<file path="src/rtl/id_ex_stage.sv">
// ID/EX pipeline register with optional M/W-stage operand forwarding.
// Define ID_EX_FWD_EN to enable forwarding; otherwise operands come straight from the GRF read data.
module id_ex_stage (
  input  logic        clk,
  input  logic        reset,
  input  logic        en_E,
  input  logic        clr_E,
  input  logic [31:0] pc_D,
  input  logic [4:0]  rs_D,
  input  logic [4:0]  rt_D,
  input  logic [31:0] rs_val_D,
  input  logic [31:0] rt_val_D,
  input  logic [31:0] imm_D,
  input  logic [2:0]  alu_ctr_D,
  input  logic        alu_src_D,
  input  logic        reg_wr_D,
  input  logic        mem_wr_D,
  input  logic        mem_to_reg_D,
  input  logic [4:0]  wr_addr_D,
  input  logic        reg_wr_M,
  input  logic [4:0]  wr_addr_M,
  input  logic [31:0] fwd_data_M,
  input  logic        reg_wr_W,
  input  logic [4:0]  wr_addr_W,
  input  logic [31:0] fwd_data_W,
  output logic [31:0] a_E,
  output logic [31:0] b_E,
  output logic [2:0]  alu_ctr_E,
  output logic [31:0] st_data_E,
  output logic [31:0] pc_E,
  output logic [31:0] pc8_E,
  output logic        reg_wr_E,
  output logic        mem_wr_E,
  output logic        mem_to_reg_E,
  output logic [4:0]  wr_addr_E,
  output logic [4:0]  rs_E,
  output logic [4:0]  rt_E,
  output logic        valid_E
);

  logic [31:0] rs_val_E;
  logic [31:0] rt_val_E;
  logic [31:0] imm_E;
  logic        alu_src_E;
  logic [31:0] fwd_rs;
  logic [31:0] fwd_rt;

  // PC+8 is registered so that a bubble presents all-zero outputs.
  always_ff @(posedge clk) begin
    if (reset || clr_E) begin
      pc_E         <= '0;
      pc8_E        <= '0;
      rs_E         <= '0;
      rt_E         <= '0;
      rs_val_E     <= '0;
      rt_val_E     <= '0;
      imm_E        <= '0;
      alu_ctr_E    <= '0;
      alu_src_E    <= 1'b0;
      reg_wr_E     <= 1'b0;
      mem_wr_E     <= 1'b0;
      mem_to_reg_E <= 1'b0;
      wr_addr_E    <= '0;
      valid_E      <= 1'b0;
    end else if (en_E) begin
      pc_E         <= pc_D;
      pc8_E        <= pc_D + 32'd8;
      rs_E         <= rs_D;
      rt_E         <= rt_D;
      rs_val_E     <= rs_val_D;
      rt_val_E     <= rt_val_D;
      imm_E        <= imm_D;
      alu_ctr_E    <= alu_ctr_D;
      alu_src_E    <= alu_src_D;
      reg_wr_E     <= reg_wr_D;
      mem_wr_E     <= mem_wr_D;
      mem_to_reg_E <= mem_to_reg_D;
      wr_addr_E    <= wr_addr_D;
      valid_E      <= 1'b1;
    end
  end

`ifdef ID_EX_FWD_EN
  // M is the younger producer, so it wins over W; register 0 is never forwarded.
  always_comb begin
    fwd_rs = rs_val_E;
    if (reg_wr_M && (wr_addr_M == rs_E) && (rs_E != 5'd0))
      fwd_rs = fwd_data_M;
    else if (reg_wr_W && (wr_addr_W == rs_E) && (rs_E != 5'd0))
      fwd_rs = fwd_data_W;
  end

  always_comb begin
    fwd_rt = rt_val_E;
    if (reg_wr_M && (wr_addr_M == rt_E) && (rt_E != 5'd0))
      fwd_rt = fwd_data_M;
    else if (reg_wr_W && (wr_addr_W == rt_E) && (rt_E != 5'd0))
      fwd_rt = fwd_data_W;
  end
`else
  logic unused_fwd;

  assign fwd_rs     = rs_val_E;
  assign fwd_rt     = rt_val_E;
  assign unused_fwd = ^{reg_wr_M, wr_addr_M, fwd_data_M, reg_wr_W, wr_addr_W, fwd_data_W};
`endif

  assign a_E       = fwd_rs;
  assign st_data_E = fwd_rt;
  assign b_E       = alu_src_E ? imm_E : fwd_rt;

endmodule
</file>
<file path="config.mk">
export PLATFORM = sky130hd
export DESIGN_NAME = id_ex_stage
export DESIGN_NICKNAME = d
export VERILOG_FILES = /design/src/rtl/id_ex_stage.sv
export SDC_FILE = /design/constraint.sdc
export NUM_CORES = 1
export LEC_CHECK = 0
export BUFFER_PORTS_ARGS = -buffer_cell sky130_fd_sc_hd__clkbuf_2
export CAP_MARGIN = 0
export CORE_AREA = 2 2 159 161
export CTS_BUF_LIST = sky130_fd_sc_hd__clkbuf_2 sky130_fd_sc_hd__clkbuf_4 sky130_fd_sc_hd__clkbuf_8
export CTS_CLUSTER_DIAMETER = 40
export DETAILED_ROUTE_END_ITERATION = 8
export DIE_AREA = 0 0 161 163
export SLEW_MARGIN = 30
export SYNTH_ARGS = -nofsm -noshare
export SYNTH_HDL_FRONTEND = slang
export SYNTH_SLANG_ARGS = --single-unit
</file>
<file path="constraint.sdc">
create_clock -name clk -period 1.6 [get_ports clk]
set_clock_uncertainty 0.05 [all_clocks]
set_input_delay 0.32 -clock clk [delete_from_list [all_inputs] [get_ports clk]]
set_output_delay 0.32 -clock clk [all_outputs]
set_load 0.05 [all_outputs]
</file>
==> results.txt <==
----------------------------------------------------
[Status]
  Outcome ... complete, but fails checks
  Failing checks ... negative setup slack

[STA]
  Maximum operating frequency ... 0.511 GHz
  Max-slew violation count ... 0
  Post-route worst hold slack ... 0.0491 ns
  Final-report hold violation count ... 0
  Final worst path period share ... 1.22
  Setup violations, final ... 32
  Transition time at the pin with the least slew margin ... 0.399 ns
  RSZ-0062 raised after global routing ... yes
  Worst-case setup margin in the final layout ... -0.357 ns
  Final critical-path required period ... 1.96 ns
  Worst slew margin ... 0.731

[Clock network]
  Total clock sinks ... 180
  Clock-pin transition on the worst setup and hold timing paths ... 0.10 ns
  H-tree lvl count ... 4
  Number of buffers created by CTS ... 17
  Cell at the root of the clock tree ... sky130_fd_sc_hd__clkbuf_8
  Number of buffers added for setup after CTS ... 0
  CTS tree ... built
  Worst-Skew Late Latency ... 0.44 ns
  Hold buffers post-CTS ... 0
  Clock Tree Buf Depth ... 2

[Global routing]
  Largest net degree at the start of global routing ... 62
  Via count of the first global-routing pass ... 6254
  Antenna violations before repair ... 1
  Most used routing layer ... met2
  Gr usage total ... 0.162
  Global-route wire length before repair ... 33.9 mm
  Global-route congestion overflow total ... 0
  Fraction of met1 tracks used by global routing ... 0.210
  GR met3 Demand/Resource ... 0.0369
  Met2 Track Usage GR ... 0.269

[Run]
  Max_cap viols ... 0

[Detailed routing]
  Via count ... 6674
  Residual antenna-violating net count after detailed routing ... 0
  Number of optimization iterations in the first detailed-route pass ... 5
  Via count normalized by instance count ... 4.58
  Wire per inst ... 15.6 um
  Post-Route WL ... 22.7 mm
  DRC violation count after routing ... 0
  Iteration-0 DRC Markers ... 357

[Worst setup path]
  Startpoint types ... flop
  Type of element capturing the critical path ... output port
  Max FO, Critical Path ... 7
  Delay of the slowest cell on the worst path ... 0.46 ns
  Data arrival at the endpoint of the critical path ... 1.59 ns
  Reg-to-reg setup timing slack ... 0.57 ns
  RR Startpoint ... pc8_E[28]
  Origin of the worst setup path ... alu_src_E
  Required @ worst endpoint ... 1.23 ns
  Worst setup path endpoint ... b_E[3]
  Worst Reg2Reg Path Length in Cells ... 4
  Slowest library cell on the worst path ... sky130_fd_sc_hd__dfxtp_4
  Kind of critical path ... flop to output port
  Crit-path cells ... clkbuf_16, mux2_4, buf_8
  Worst r2r dst ... pc8_E[28]

[Synth]
  Seq/Total Area, Yosys ... 0.491
  Number of instances in the synthesized netlist ... 743
  Post-synth cell types ... 43
  Ys Warns ... 0
  Synthesis-stage register bit count ... 180
  Leading register cell type out of synthesis ... sky130_fd_sc_hd__dfxtp_1
  Number of enable-type register cells in the synthesized netlist ... 0
  Cell taking the most area after synthesis ... sky130_fd_sc_hd__dfxtp_1
  Average size of a mapped cell ... 9.89 um^2
  Cell types with the largest area share after synthesis ... sky130_fd_sc_hd__dfxtp_1 (49%), sky130_fd_sc_hd__mux2i_1 (19%), sky130_fd_sc_hd__nor2_1 (8.1%)
  Share of synthesized registers carrying an async set or reset ... 0
  Total nets after synthesis ... 974
  Post-Synthesis Cell Area ... 7350 um^2
  Portion of synthesized cell area occupied by the leading cell type ... 0.491

[Die]
  Count of boundary I/O pins ... 412
  Die Area ... 26200 um^2
  DIE HEIGHT ... 163 um
  Initial core utilization ... 0.298
  Placement row count ... 58
  Core region area ... 24700 um^2
  Die extent in x ... 161 um

[Placement]
  Placement-stage worst setup slack ... -0.236 ns
  HPWL after detailed placement ... 16.3 mm
  Placer congestion estimate ... 0.812
  Total placed cells including tap cells ... 1421
  Number of port buffers ... 335

[Cells and area]
  Most used cells in the layout excluding fill and tap cells ... sky130_fd_sc_hd__clkbuf_2 (300), sky130_fd_sc_hd__dfxtp_1 (179), sky130_fd_sc_hd__nor2_1 (158)
  Number of cells in the finished layout apart from fillers ... 1457
  Area growth from synthesis to layout ... 46.7%
  Layout cells sized above 1 ... 0.426
  Final-stage net count ... 1344
  Most frequent standard cell in the layout excluding fill and tap cells ... sky130_fd_sc_hd__clkbuf_2

[Power]
  Pwr dens ... 912 nW/um^2
  Max IR drop VDD ... 0.000456 V
  Leakage power of the design ... 0.00519 uW
  Post-layout power ... 9820 uW

[Worst hold path]
  Min-delay worst type ... input pin to flop

----------------------------------------------------
registers in the layout, indices dropped and copies added (netlist names):
register      flops
wr_addr_E         5
alu_src_E         1
st_data_E        32
pc8_E            29
valid_E           1
mem_to_reg_E      1
pc_E             32
a_E              32
imm_E            32
rs_E              5
mem_wr_E          1
rt_E              5
reg_wr_E          1
alu_ctr_E         3
final cells by class:
| class | count | area [um^2] |
|---|---|---|
| Tap cell | 330 | 413 |
| Antenna cell | 1 | 2.50 |
| Fill cell | 2405 | 13900 |
| Timing Repair Buffer | 405 | 2720 |
| Inverter | 9 | 33.8 |
| Sequential cell | 180 | 3610 |
| Clock inverter | 12 | 144 |
| Clock buffer | 20 | 263 |
| Multi-Input combinational cell | 500 | 3590 |
what timing repair did:
action,CTS,global route
gates resized for setup,75,58
setup endpoints to repair,33,33
gates cloned,1,2
cells by family after synthesis:
family          after synthesis  synth area share
simple gates                246             0.158
flops                       180             0.491
mux                         176             0.245
compound gates               66            0.0543
buf+inv                      63            0.0364
xor+xnor                     11            0.0131
fa+ha+maj                     1           0.00170
power breakdown:
part	switching [uW]	total [uW]	internal, uW
combinational	1150	1850	700
sequential	94.9	4730	4630
clock	1740	3240	1500
total	2990	9820	6830
stage by stage:
step / area [um^2] / utilization / setup TNS, ns
final: 10800 / 0.437 / -10.63
after detailed placement: 9840 / 0.399 / -1.47
after CTS: 10600 / 0.429 / -12.04
after global routing: 10800 / 0.437 / -12.95
after floorplan: 7350 / - / -3.06
after global placement: 9840 / 0.399 / -1.18
routing by layer:
metal | routed length (um) | part of all wire | up-vias
li1 | - | - | 3313
met1 | 9930 | 0.44 | 3151
met2 | 11200 | 0.49 | 191
met3 | 1190 | 0.053 | 19
met4 | 343 | 0.015 | 0
met5 | 0 | 0 | -
synth_stat cells, types with 3 or more instances:
cell	count
sky130_fd_sc_hd__nand2b_1	12
sky130_fd_sc_hd__nand2_1	17
sky130_fd_sc_hd__o31ai_1	5
sky130_fd_sc_hd__xnor2_1	5
sky130_fd_sc_hd__nor2_1	158
sky130_fd_sc_hd__clkbuf_1	34
sky130_fd_sc_hd__a31oi_1	6
sky130_fd_sc_hd__and4_1	5
sky130_fd_sc_hd__inv_1	9
sky130_fd_sc_hd__nor3_1	4
sky130_fd_sc_hd__xor2_1	6
sky130_fd_sc_hd__or3_1	3
sky130_fd_sc_hd__and3_1	3
sky130_fd_sc_hd__a311oi_1	3
sky130_fd_sc_hd__a211oi_1	7
sky130_fd_sc_hd__nor4_1	6
sky130_fd_sc_hd__a21oi_1	21
sky130_fd_sc_hd__nand4_1	12
sky130_fd_sc_hd__mux2i_1	143
sky130_fd_sc_hd__nand3_1	10
sky130_fd_sc_hd__dfxtp_1	180
sky130_fd_sc_hd__o21ai_0	19
sky130_fd_sc_hd__buf_4	3
sky130_fd_sc_hd__buf_2	16
sky130_fd_sc_hd__mux2_2	32
worst min-delay path by stage:
| stage | start | to | cells after the start |
|---|---|---|---|
| floorplan | pc_D[28] | pc8_E[28] | 1 |
| global placement | valid_E | valid_E | 2 |
| detailed placement | valid_E | valid_E | 2 |
| CTS | imm_D[23] | imm_E[23] | 3 |
| global route | rt_val_D[7] | st_data_E[7] | 3 |
| finish | alu_src_D | alu_src_E | 3 |
worst max-delay path, delay by kind of cell, from the launching register on:
kind                   cells  cell delay [ns]
buffers and inverters      2             0.35
flip-flops                 1             0.46
multiplexers               1             0.32
No activity file was read; power rests on OpenSTA's default activity.
